===== src/rtl/iq_capture_writer.sv =====
// iq_capture_writer: after arm+trigger, writes BUFFER_LENGTH I/Q samples to addresses 0.. and tracks write responses.
// Define IQ_CAPTURE_WRITER_DECIMATE_EN to keep only every DECIM_FACTOR-th captured sample.
module iq_capture_writer #(
  parameter int I_BITS = 16,
  parameter int Q_BITS = 16,
  parameter int BUFFER_LENGTH = 1024,
  parameter int INDEX_BITS = 10,
  parameter int DECIM_FACTOR = 1
) (
  input  logic                     clk,
  input  logic                     reset_n,
  input  logic                     arm,
  input  logic                     trigger,
  input  logic [I_BITS-1:0]        in_i,
  input  logic [Q_BITS-1:0]        in_q,
  input  logic                     in_valid,
  output logic                     in_ready,
  output logic [INDEX_BITS-1:0]    m_axi_waddr,
  output logic [I_BITS+Q_BITS-1:0] m_axi_wdata,
  output logic                     m_axi_wvalid,
  input  logic                     s_axi_wready,
  input  logic                     s_axi_bresp,
  input  logic                     s_axi_bvalid,
  output logic                     m_axi_bready,
  output logic                     busy,
  output logic                     done,
  output logic                     error,
  output logic [INDEX_BITS:0]      sample_count
);
  typedef enum logic [2:0] {IDLE, ARMED, CAPTURE, DRAIN, DONE} state_t;
  state_t state, state_n;
  logic [INDEX_BITS:0] outstanding;
  logic hold, cap, w_fire, b_fire, spurious, last, restart, keep, take;
  assign cap = state == CAPTURE;
  assign w_fire = m_axi_wvalid && s_axi_wready;
  assign b_fire = s_axi_bvalid && m_axi_bready && outstanding != '0;
  assign spurious = s_axi_bvalid && outstanding == '0 && state != IDLE;
  assign last = cap && w_fire && sample_count == (INDEX_BITS+1)'(BUFFER_LENGTH - 1);
  assign restart = arm && (state == IDLE || state == DONE);
  // hold gives the one-cycle input stall right after the final write is accepted
  assign in_ready = cap ? (!m_axi_wvalid || s_axi_wready) : !hold;
  assign take = cap && in_valid && in_ready && keep && !last;
  assign m_axi_bready = cap || state == DRAIN;
  assign busy = state == ARMED || cap || state == DRAIN;
  assign done = state == DONE;
`ifdef IQ_CAPTURE_WRITER_DECIMATE_EN
  logic [7:0] phase;
  assign keep = phase == '0;
  always_ff @(posedge clk) begin
    if (!reset_n || !cap) phase <= '0;
    else if (in_valid && in_ready) phase <= (phase == 8'(DECIM_FACTOR - 1)) ? '0 : phase + 8'd1;
  end
`else
  // DECIM_FACTOR is 1..255, so every sample is kept
  assign keep = DECIM_FACTOR != 0;
`endif
  always_comb begin
    state_n = restart ? ARMED
            : (state == ARMED && trigger) ? CAPTURE
            : last ? DRAIN
            : (state == DRAIN && outstanding == '0 && !m_axi_wvalid) ? DONE
            : state;
  end
  always_ff @(posedge clk) begin
    if (!reset_n) begin
      state <= IDLE;
      hold <= 1'b0;
      m_axi_wvalid <= 1'b0;
      m_axi_waddr <= '0;
      m_axi_wdata <= '0;
      sample_count <= '0;
      outstanding <= '0;
      error <= 1'b0;
    end else begin
      state <= state_n;
      hold <= last;
      if (take) begin
        m_axi_wvalid <= 1'b1;
        m_axi_waddr <= INDEX_BITS'(sample_count + (INDEX_BITS+1)'(w_fire));
        m_axi_wdata <= {in_i, in_q};
      end else if (w_fire) begin
        m_axi_wvalid <= 1'b0;
      end
      sample_count <= restart ? '0 : sample_count + (INDEX_BITS+1)'(w_fire);
      error <= restart ? 1'b0 : error | (b_fire && s_axi_bresp) | spurious;
      outstanding <= outstanding + (INDEX_BITS+1)'(w_fire) - (INDEX_BITS+1)'(b_fire);
    end
  end
endmodule


===== config.mk =====
export PLATFORM = sky130hd
export DESIGN_NAME = iq_capture_writer
export DESIGN_NICKNAME = d
export VERILOG_FILES = /design/src/rtl/iq_capture_writer.sv
export SDC_FILE = /design/constraint.sdc
export NUM_CORES = 1
export LEC_CHECK = 0
export CORE_UTILIZATION = 30
export DETAILED_ROUTE_END_ITERATION = 8
export GPL_TIMING_DRIVEN = 0
export PLACE_DENSITY = 0.65
export SLEW_MARGIN = 20
export SYNTH_ARGS = -nofsm -noshare
export SYNTH_HDL_FRONTEND = slang
export SYNTH_SLANG_ARGS = --single-unit

===== constraint.sdc =====
create_clock -name clk -period 4 [get_ports clk]
set_input_delay 0.4 -clock clk [delete_from_list [all_inputs] [get_ports clk]]
set_output_delay 0.4 -clock clk [all_outputs]
set_load 0.02 [all_outputs]

# --- Word level (Yosys, flattened, before mapping) ---
# Cells that the tools add are included.
totals:
  regBits: 70
  output_inout_bits: 59
  in_bits: 40
  elab_cells: 60
classes:
  muxes: 7
  n_reduce_logical: 32
  eq_ne: 5
  n_bitwise: 3
  n_addsub: 3
ops:
  columns: ["cell", "count"]
  rows:
  - ["adder 11 x 1 -> 11 bit", 2]
  - ["logical AND 1 bit", 15]
  - ["== test 11 x 10 -> 1 bit, second input constant", 1]
  - ["zero test 11 bit", 1]
  - ["nonzero test 11 bit", 1]
  - ["subtractor 11 x 1 -> 11 bit", 1]
  - ["== test 3 x 2 -> 1 bit, second input constant", 2]
  - ["two-way mux 2 bit", 3]
  - ["nonzero test 3 bit", 2]
  - ["logical OR 1 bit", 5]
  - ["two-way mux 1 bit", 4]
  - ["nonzero test 4 bit", 1]
  - ["OR reduction 4 bit", 1]
  - ["== test 3 x 1 -> 1 bit, second input constant", 1]
  - ["== test 3 bit, second input constant", 1]
  - ["zero test 1 bit", 3]
  - ["zero test 3 bit", 1]
  - ["bitwise OR 1 bit", 2]
  - ["nonzero test 2 bit", 1]
  - ["OR reduction 2 bit", 1]
  - ["NOT 1 bit", 1]

# --- Longest topological paths before layout ---
logic_depth:
  ltp_word: 7
  mapped_depth: 15
  mapped_depth_nobuf: 15

# --- Worst setup path after synthesis ---
# OpenSTA, ideal clock, no wires.
synth_path:
  kind: "register -> register"
  from: "register outstanding[2]"
  to: "register outstanding[10]"
  setup_time_ns: 0.116
  t_required_ns: 3.884
  arrival_ns: 2.938
  path_stages_with_launch: 16
  n_path_buf: 0
  slack_ns: 0.946
  cell_sequence: "dfxtp_1 > inv_1 > ha_1 > nand4b_1 > nor4b_1 > nor2_1 > ha_1 > inv_1 > ha_1 > inv_1 > fa_1 > nand2b_1 > a221o_1 > a211oi_1 > o21ai_0 > and3b_1"
synth_via:
  elab_chain_len: 3
  elab_cells_between_ends: 4
  cone_classes: "add/sub: 2; reduce/logical: 2"
synth_rtl:
  columns: ["element", "line", "source"]
  rows:
  - ["start: declaration", "32", "logic [INDEX_BITS:0] outstanding;"]
  - ["start signal: assignment", "86", "outstanding <= outstanding + (INDEX_BITS+1)'(w_fire) - (INDEX_BITS+1)'(b_fire);"]
  - ["branches (longest 2 deep; another with adder 11 x 1 -> 11 bit)", null, null]
  - ["subtractor 11 x 1 -> 11 bit (*)", "86", null]
# Mark *: on every way between the ends.
# A chain may end at the register's enable or synchronous reset.

# --- Worst setup path after layout ---
layout_path:
  from: "register outstanding[9]"
  to: "register outstanding[10]"
# The elaborated chain is that of the path after synthesis.

==> impl_metrics.env <==
export IMPL_final_cells=615
export IMPL_cts_tree="yes"
export IMPL_swShare_pct=30.4
export IMPL_end_kind="flop"
export IMPL_power_leakage_nw=1.77
export IMPL_antenna_cells=0
export IMPL_ant_nets=0
export IMPL_crit_fanout=3
export IMPL_hpwl_mm=6.12
export IMPL_synthFlopType="dfxtp_1"
export IMPL_first_iter_violations=113
export IMPL_worst_r2r_setup_slack_ns=0.50
export IMPL_cts_buffer_depth=2
export IMPL_yosysWarnings=0
export IMPL_ir_drop_mv=0.202
export IMPL_setup_viol=0
export IMPL_path_clk_slew_ns=0.08
export IMPL_die_height_um=105
export IMPL_final_common_cell="clkdlybuf4s50_1"
export IMPL_drcViolationCount=0
export IMPL_row_count=37
export IMPL_layout_worst_path_cycle_share_pct=87.5
export IMPL_start_util_pct=30.9
export IMPL_async_reset_ff_share_pct=0
export IMPL_cts_root_buffer="clkbuf_8"
export IMPL_cts_setup_buffers=0
export IMPL_io_pins=99
export IMPL_finalMaxSlewViolations=0
export IMPL_power_density_mw_per_mm2=444
export IMPL_setup_tns_ns=0
export IMPL_routed_wl_mm=8.16
export IMPL_clock_sinks=70
export IMPL_hold_viol=0
export IMPL_slowest_stage="nor4b_1"
export IMPL_h_tree_depth=3
export IMPL_arrival_ns=3.74
export IMPL_syn_area_mm2=0.00318
export IMPL_drive_above_1_share_pct=5.43
export IMPL_crit_chain="inv_1 -> ha_1 -> nand4b_1 -> nor4b_1 -> nor2_1 -> ha_1 -> inv_1 -> ha_1 -> inv_1 -> fa_1 -> nand2b_1 -> a221o_1 -> a211oi_1 -> o21ai_0 -> and3b_1"
export IMPL_antenna_found_initial=0
export IMPL_globalRouteTotalUtil_pct=15.4
export IMPL_vias=2822
export IMPL_synth_largest_area_cell="dfxtp_1"
export IMPL_drt_vias_per_instance=4.59
export IMPL_dpl_cell_count=599
export IMPL_yosysTopAreaCellShare_pct=44.1
export IMPL_clk_latency_ns=0.34
export IMPL_mostFrequentLayoutCells="97 x clkdlybuf4s50_1, 95 x nand2_1, 70 x dfxtp_1"
export IMPL_grt_pass1_wl_mm=13.6
export IMPL_dpl_worst_slack_ns=0.454
export IMPL_syn_mean_instance_area_um2=8.68
export IMPL_pwr_share_seq_pct=38.4
export IMPL_use_met3_pct=5.24
export IMPL_hold_path_class="reg -> reg"
export IMPL_fin_nets=532
export IMPL_ctsResizeCount=0
export IMPL_p_clk_share_pct=32.1
export IMPL_crit_required_ns=4.23
export IMPL_grt_pass1_vias=2846
export IMPL_die_w_um=105
export IMPL_power_frac_comb_pct=29.5
export IMPL_syn_inst=366
export IMPL_overflow=0
export IMPL_synth_edff_count=0
export IMPL_power_switching_w=0.000612
export IMPL_numCtsBuffers=9
export IMPL_grtUsageMet2_pct=25.4
export IMPL_status="completed"
export IMPL_worst_setup_path_start_kind="flop"
export IMPL_top_usage_layer="met2"
export IMPL_tightest_slew_ns=0.577
export IMPL_firstDrtPassIters=4
export IMPL_place_port_buffers=97
export IMPL_syn_nets=424
export IMPL_rsz0062_at_grt="no"
export IMPL_wl_per_cell_um=13.3
export IMPL_maxCapViolCount=0
export IMPL_maxSlewHeadroom_pct=61.0
export IMPL_synth_area_leaders="dfxtp_1 44%, nand2_1 11%, a21boi_1 7.8%"
export IMPL_fmax_ghz=0.286
export IMPL_postLayoutSetupSlackWorst_ns=0.498
export IMPL_ys_seq_area_share_pct=44.1
export IMPL_critPathKind="reg -> reg"
export IMPL_cts_hold_buf=0
export IMPL_area_delta_synth_final_pct=43.0
export IMPL_die_area_mm2=0.0110
export IMPL_min_period_ns=3.50
export IMPL_place_gp_congestion=0.801
export IMPL_ys_ff_latch=70
export IMPL_critical_path_max_stage_delay_ns=0.52
export IMPL_grt_use_met1_pct=18.7
export IMPL_core_area_mm2=0.0103
export IMPL_finalClockSkew_ns=0.0111
export IMPL_yosysUniqueCellTypes=44
export IMPL_grt_max_degree=13
export IMPL_internal_power_w=0.00140
power by group through the flow:
stage / logic (W) / registers (W) / clock network (W)
after floorplan: 0.000435 / 0.000790 / 0
after global placement: 0.000578 / 0.000787 / 0
after detailed placement: 0.000594 / 0.000788 / 0
after CTS: 0.000600 / 0.000772 / 0.000669
after global routing: 0.000679 / 0.000778 / 0.000699
final: 0.000595 / 0.000772 / 0.000647
final cells by class:
class                   count  area (um^2)
fillers                  1040         5740
repair buffers             97          971
inverters                  21         78.8
clock buffers              11          141
plain buffers              17         93.8
clock inverters             5         82.6
flip-flops and latches     70         1400
multi-input cells         258         1600
well taps                 136          170
synthesized netlist by cell type, drive strengths merged, types with 2 or more instances:
library cell	count
nand3	4
xor2	6
a31oi	2
nor3	4
inv	21
mux2i	4
nor2	19
a21oi	9
xnor2	8
a221o	2
o211a	7
a21o	3
nor2b	4
o21ai	6
and2	6
nand2b	3
nand2	95
clkbuf	10
and3	4
dfxtp	70
buf	7
nand4b	2
ha	17
nand4	6
a21boi	34
state kept, by name (all words and copies together) (netlist names):
signal,cells
error,1
m_axi_wvalid,1
state,3
sample_count,11
m_axi_wdata,32
m_axi_waddr,10
hold,1
outstanding,11
routing by layer:
| layer | vias up | wire length [um] |
|---|---|---|
| met4 | 0 | 131 |
| met5 | - | 0 |
| li1 | 1431 | - |
| met2 | 76 | 3790 |
| met3 | 11 | 470 |
| met1 | 1304 | 3760 |
per-stage QoR:
stage	utilization, %	instance area [um^2]	power [W]	hold WS, ns
floorplan	-	3180	0.00123	0.468
global placement	42.0	4320	0.00137	0.440
detailed placement	42.0	4320	0.00138	0.446
CTS	44.2	4540	0.00204	0.457
global route	44.2	4540	0.00216	0.476
finish	44.2	4540	0.00201	0.454
critical path: cells and delay by family, from the launching register on:
kind	cells	cell delay [ns]
buffers and inverters	3	0.20
AND/OR/NAND/NOR	5	1.12
flip-flops	1	0.33
adder cells (fa/ha/maj)	4	1.01
AO/OA/AOI/OAI	3	0.74
worst paths after layout:
path | startpoint | end | cells after the start
setup / recovery | outstanding[9] | outstanding[10] | 15
hold / removal | m_axi_wdata[5] | m_axi_wdata[5] | 2
setup reg to reg | outstanding[9] | outstanding[10] | 15
hold reg to reg | m_axi_wdata[5] | m_axi_wdata[5] | 2
kinds of logic (layout without fill, tap and decap cells):
kind of cell	Yosys count	in the layout	synth area share (%)
multiplexers	4	4	1.26
adder cells (fa/ha/maj)	18	18	7.33
buffers and inverters	38	151	5.44
AND/OR/NAND/NOR	154	154	22.4
XOR/XNOR	14	14	3.86
flip-flops	70	70	44.1
AO/OA/AOI/OAI	68	68	15.6
Note: power is estimated with default switching activity, not from simulation.
